===== config.mk =====
export PLATFORM = sky130hd
export DESIGN_NAME = vt52_input_arbiter
export DESIGN_NICKNAME = d
export VERILOG_FILES = /design/src/rtl/vt52_input_arbiter.sv
export SDC_FILE = /design/constraint.sdc
export NUM_CORES = 1
export LEC_CHECK = 0
export BUFFER_PORTS_ARGS = -buffer_cell sky130_fd_sc_hd__clkbuf_2
export CORE_MARGIN = 2
export CORE_UTILIZATION = 55
export CTS_CLUSTER_SIZE = 10
export DETAILED_ROUTE_END_ITERATION = 8
export HOLD_SLACK_MARGIN = 0.12
export PLACE_DENSITY = 0.74
export SYNTH_ARGS = -nofsm -noshare
export SYNTH_HDL_FRONTEND = slang
export SYNTH_SLANG_ARGS = --single-unit

===== constraint.sdc =====
create_clock -name clk -period 3.5 [get_ports clk]
set_input_delay 0.175 -clock clk [delete_from_list [all_inputs] [get_ports clk]]
set_output_delay 0.175 -clock clk [all_outputs]
set_load 0.1 [all_outputs]

===== src/rtl/vt52_input_arbiter.sv =====
// rtl/vt52_input_arbiter.sv - N-channel input FIFOs drained by an arbiter into one tagged output stream
// Build option: define VT52_ARB_FIXED_PRIO_EN for fixed priority (lowest channel wins); default is round-robin
module vt52_input_arbiter #(
  parameter int NUM_CH     = 2,
  parameter int DATA_W     = 8,
  parameter int FIFO_DEPTH = 4,
  parameter int SRC_BITS   = 1
) (
  input  logic                     clk,
  input  logic                     rst_n,
  input  logic [NUM_CH*DATA_W-1:0] in_data,
  input  logic [NUM_CH-1:0]        in_valid,
  output logic [NUM_CH-1:0]        in_ready,
  output logic [DATA_W-1:0]        out_data,
  output logic                     out_valid,
  input  logic                     out_ready,
  output logic [SRC_BITS-1:0]      out_src,
  output logic [NUM_CH-1:0]        ch_overflow
);

  localparam int PTR_W = $clog2(FIFO_DEPTH);
  localparam int CNT_W = PTR_W + 1;
  localparam int IDX_W = $clog2(NUM_CH);
  localparam logic [CNT_W-1:0] FULL_CNT = CNT_W'(FIFO_DEPTH);
  localparam logic [IDX_W-1:0] LAST_CH  = IDX_W'(NUM_CH - 1);

  logic [DATA_W-1:0] mem    [NUM_CH][FIFO_DEPTH];
  logic [PTR_W-1:0]  wr_ptr [NUM_CH];
  logic [PTR_W-1:0]  rd_ptr [NUM_CH];
  logic [CNT_W-1:0]  count  [NUM_CH];
  logic [7:0]        wd_cnt [NUM_CH];

  logic [NUM_CH-1:0] push;
  logic [NUM_CH-1:0] pop;
  logic              stage_free;
  logic              grant_found;
  logic [IDX_W-1:0]  grant_idx;

`ifndef VT52_ARB_FIXED_PRIO_EN
  logic [IDX_W-1:0]  rr;
`endif

  // A full FIFO never accepts, even when it is being popped in the same cycle
  always_comb begin
    for (int k = 0; k < NUM_CH; k++) begin
      in_ready[k] = (count[k] != FULL_CNT) & rst_n;
    end
  end

  assign push       = in_valid & in_ready;
  assign stage_free = !out_valid | out_ready;

  // Pick the first non-empty FIFO, searching from rr (or from channel 0 in fixed-priority builds)
  always_comb begin
    grant_found = 1'b0;
    grant_idx   = '0;
    for (int i = 0; i < NUM_CH; i++) begin
`ifdef VT52_ARB_FIXED_PRIO_EN
      if (!grant_found && count[i] != '0) begin
        grant_found = 1'b1;
        grant_idx   = IDX_W'(i);
      end
`else
      if (!grant_found && count[(int'(rr) + i) % NUM_CH] != '0) begin
        grant_found = 1'b1;
        grant_idx   = IDX_W'((int'(rr) + i) % NUM_CH);
      end
`endif
    end
  end

  // Only the granted FIFO pops, and only when the output register can take its head
  always_comb begin
    pop = '0;
    if (stage_free && grant_found) begin
      pop[grant_idx] = 1'b1;
    end
  end

  // FIFO storage; contents need no reset because the pointers and counts define validity
  always_ff @(posedge clk) begin
    for (int k = 0; k < NUM_CH; k++) begin
      if (push[k]) begin
        mem[k][wr_ptr[k]] <= in_data[k*DATA_W +: DATA_W];
      end
    end
  end

  // FIFO pointers and occupancy; simultaneous push and pop leaves the count alone
  always_ff @(posedge clk) begin
    if (!rst_n) begin
      for (int k = 0; k < NUM_CH; k++) begin
        wr_ptr[k] <= '0;
        rd_ptr[k] <= '0;
        count[k]  <= '0;
      end
    end else begin
      for (int k = 0; k < NUM_CH; k++) begin
        if (push[k]) wr_ptr[k] <= wr_ptr[k] + PTR_W'(1);
        if (pop[k])  rd_ptr[k] <= rd_ptr[k] + PTR_W'(1);
        if (push[k] && !pop[k]) begin
          count[k] <= count[k] + CNT_W'(1);
        end else if (!push[k] && pop[k]) begin
          count[k] <= count[k] - CNT_W'(1);
        end
      end
    end
  end

  // Output register: load the granted head, or drop valid when nothing is waiting
  always_ff @(posedge clk) begin
    if (!rst_n) begin
      out_valid <= 1'b0;
      out_data  <= '0;
      out_src   <= '0;
`ifndef VT52_ARB_FIXED_PRIO_EN
      rr        <= '0;
`endif
    end else if (stage_free) begin
      if (grant_found) begin
        out_valid <= 1'b1;
        out_data  <= mem[grant_idx][rd_ptr[grant_idx]];
        out_src   <= SRC_BITS'(grant_idx);
`ifndef VT52_ARB_FIXED_PRIO_EN
        rr        <= (grant_idx == LAST_CH) ? '0 : grant_idx + IDX_W'(1);
`endif
      end else begin
        out_valid <= 1'b0;
      end
    end
  end

  // Stall watchdog: count consecutive blocked cycles, latch the LED flag on the 255th
  always_ff @(posedge clk) begin
    if (!rst_n) begin
      ch_overflow <= '0;
      for (int k = 0; k < NUM_CH; k++) begin
        wd_cnt[k] <= '0;
      end
    end else begin
      for (int k = 0; k < NUM_CH; k++) begin
        if (in_valid[k] && !in_ready[k]) begin
          if (wd_cnt[k] != 8'hFF) wd_cnt[k] <= wd_cnt[k] + 8'd1;
          if (wd_cnt[k] == 8'hFE) ch_overflow[k] <= 1'b1;
        end else begin
          wd_cnt[k] <= '0;
        end
      end
    end
  end

endmodule


==> impl_metrics.py <==
metrics = {
    "synthesis": {
        "synthFlopType": "edfxtp_1",
        "yosys.area.top_type": "edfxtp_1",
        "synth_seq_area_share_pct": 62.3,
        "synth_top_area_share_pct": 53.3,
        "synth_area_leaders": "edfxtp_1 53%, dfxtp_1 9.1%, ha_1 3.9%, mux2i_1 3.1%, mux2_2 3.0%",
        "yosys_warnings": 0,
        "ys_top_cells_by_count": "86 x edfxtp_1, 34 x nor2_1, 23 x nand2_1",
        "synth-edff-count": 86,
        "syn_avg_cell_area_sq_um": 13.0,
        "syn_nets": 411,
        "synth_area_sq_mm": 0.00485,
        "yosysMostFrequentCell": "edfxtp_1",
        "synth_cells": 374,
        "async_reset_ff_share_pct": 0,
        "yosys_register_bits": 108,
        "synth_cell_types": 50,
    },
    "place": {
        "io_buffers": 34,
        "dp_hpwl_microns": 6080,
        "dpl.cell_count": 505,
        "place_area_sq_mm": 0.00511,
        "routabilityCongestion": 0.789,
    },
    "timing": {
        "tightest_slew_ns": 0.995,
        "slew_headroom_pct": 33.3,
        "final_max_slew_viol_count": 0,
        "tns_ns": 0,
        "clock_skew_ns": 0.0146,
        "period_share_pct": 72.8,
        "max_freq_mhz": 393,
        "period_needed_ns": 2.55,
        "rsz0062_at_grt": "false",
        "hold_violations": 0,
        "setup_viol": 0,
    },
    "routing": {
        "routed_wl_microns": 8780,
        "drcViolationCount": 0,
        "vias": 2989,
        "firstDrtPassIters": 4,
        "drt_iter0_markers": 202,
        "ant_nets": 0,
        "wl_per_cell_microns": 16.4,
        "via_per_inst": 5.57,
    },
    "grt": {
        "grt_usage_pct": 19.3,
        "grt_antenna_before_repair": 0,
        "grt_max_degree": 36,
        "grt_pass1_wl_microns": 14400,
        "gr-total-overflow": 0,
        "grt_pass1_vias": 2796,
    },
    "cts": {
        "insertion_delay_ns": 0.37,
        "cts_tree": "yes",
        "htree_num_levels": 3,
        "root_buffer": "clkbuf_8",
        "cts.path.max_buffers": 2,
        "cts_sinks": 108,
        "cts_buffers": 9,
        "clk_pin_slew_ns": 0.10,
    },
    "floorplanning": {
        "initial_core_util_pct": 56.2,
        "die_w_microns": 97.9,
        "die_y_microns": 97.9,
        "die_area_sq_mm": 0.00958,
        "core_sq_mm": 0.00864,
        "num_rows": 34,
        "io_pins": 35,
    },
    "setup_path": {
        "crit_fanout": 4,
        "worst_setup_path_start_kind": "register",
        "cp_slowest_cell": "edfxtp_1",
        "cp-end-kind": "register",
        "required_ns": 3.63,
        "cpPeakStageDelay_ns": 0.46,
        "cp.arrival_ns": 2.68,
        "crit_type": "reg -> reg",
        "crit_chain": "or3b_1 > nand2_1 > and2_1 > inv_1 > nor3_2 > inv_1 > fa_1 > xnor2_1 > xnor2_1 > nor2_1",
    },
    "finish": {
        "drive_above_1_share_pct": 17.9,
        "area_growth_pct": 12.8,
        "antennaDiodeCount": 0,
        "final_cell_count_no_fill": 537,
        "stdcell_area_sq_mm": 0.00547,
        "finalNetCount": 461,
    },
    "pwr": {
        "power_w": 0.00430,
        "max-vdd-ir-drop_v": 0.000319,
        "powerDensity_mw_per_mm2": 786,
        "leakagePower_nw": 2.01,
    },
    "job": {
        "drv_cap": 0,
    },
    "hold_path": {
        "hold_class": "in -> reg",
    },
    "outcome": {
        "status": "completed",
    },
}
-- metrics by stage --
stage / setup slack, ns / utilization [%] / hold slack, ns
6_report: 0.953 / 63.3 / 0.226
5_1_grt: 0.723 / 63.3 / 0.241
4_1_cts: 0.936 / 63.3 / 0.213
3_5_place_dp: 0.958 / 59.2 / 0.402
3_3_place_gp: 1.02 / 59.2 / 0.395
2_1_floorplan: 0.644 / - / 0.274
-- final cells by class --
class	count	area, sq um
Multi-Input combinational cell	238	1710
Clock inverter	7	72.6
Sequential cell	108	3020
Timing Repair Buffer	52	345
Clock buffer	9	124
Tap cell	108	135
Inverter	15	56.3
Fill cell	685	3170
-- per-layer routing --
metal  track usage (%)  vias to the layer above  routed length (microns)
li1                  -                     1486                        -
met1              28.9                     1446                     4460
met2              28.9                       49                     3990
met3              3.87                        8                      237
met4              5.77                        0                       87
met5                 0                        -                        0
-- registers in the layout, indices dropped and copies added (netlist names), named ones only --
name and count:
out_src 1, rr 1, rd_ptr 4, wr_ptr 4, out_data 8, count 6
out_valid 1, wd_cnt 16, mem 64, ch_overflow 2
-- cells by family (layout without fill, tap and decap cells) --
| group | Yosys count | after routing | synth area share, % |
|---|---|---|---|
| AO/OA/AOI/OAI | 60 | 60 | 8.64 |
| XOR/XNOR | 14 | 14 | 2.53 |
| adder cells (fa/ha/maj) | 16 | 16 | 4.28 |
| buffers and inverters | 28 | 83 | 2.40 |
| flip-flops | 108 | 108 | 62.3 |
| multiplexers | 28 | 28 | 6.11 |
| AND/OR/NAND/NOR | 120 | 120 | 13.7 |
-- placed cells by master (no fill, tap or decap), drive strengths merged, types with 8 or more instances in the layout --
master / n
a31oi: 11
and3: 12
clkbuf: 43
dfxtp: 22
dlygate4sd3: 16
edfxtp: 86
ha: 15
inv: 17
mux2: 13
mux2i: 15
nand2: 23
nand3: 10
nor2: 35
nor2b: 9
o211ai: 8
o21ai: 14
xnor2: 10
-- final timing paths --
check	cells past startpoint	end	from	slack, ns
max	10	count[0][2]	count[0][0]	0.95
min	4	ch_overflow[0]	in_valid[0]	0.23
max reg2reg	10	count[0][2]	count[0][0]	0.95
min reg2reg	1	ch_overflow[0]	ch_overflow[0]	0.48
-- what timing repair did --
action                                  4_1_cts  5_1_grt
hold buffers                                 16        0
resized for setup                             0        0
setup buffers                                 0        0
endpoints found under the hold margin        64        0
endpoints found under the setup margin        0        0
-- power breakdown --
group / switching (W) / total, W / internal, W
Clock: 0.000422 / 0.000756 / 0.000334
Sequential: 0.000207 / 0.00182 / 0.00162
Combinational: 0.00110 / 0.00172 / 0.000615
-- critical path, delay by kind of cell, from the launching register on --
| kind | cells | cell delay (ns) |
|---|---|---|
| DFF | 1 | 0.46 |
| and+or+nand+nor | 5 | 0.96 |
| buffers and inverters | 2 | 0.19 |
| xor gates and xnor gates | 2 | 0.32 |
| adders and majority gates | 1 | 0.38 |
No activity file was read; power rests on OpenSTA's default activity.
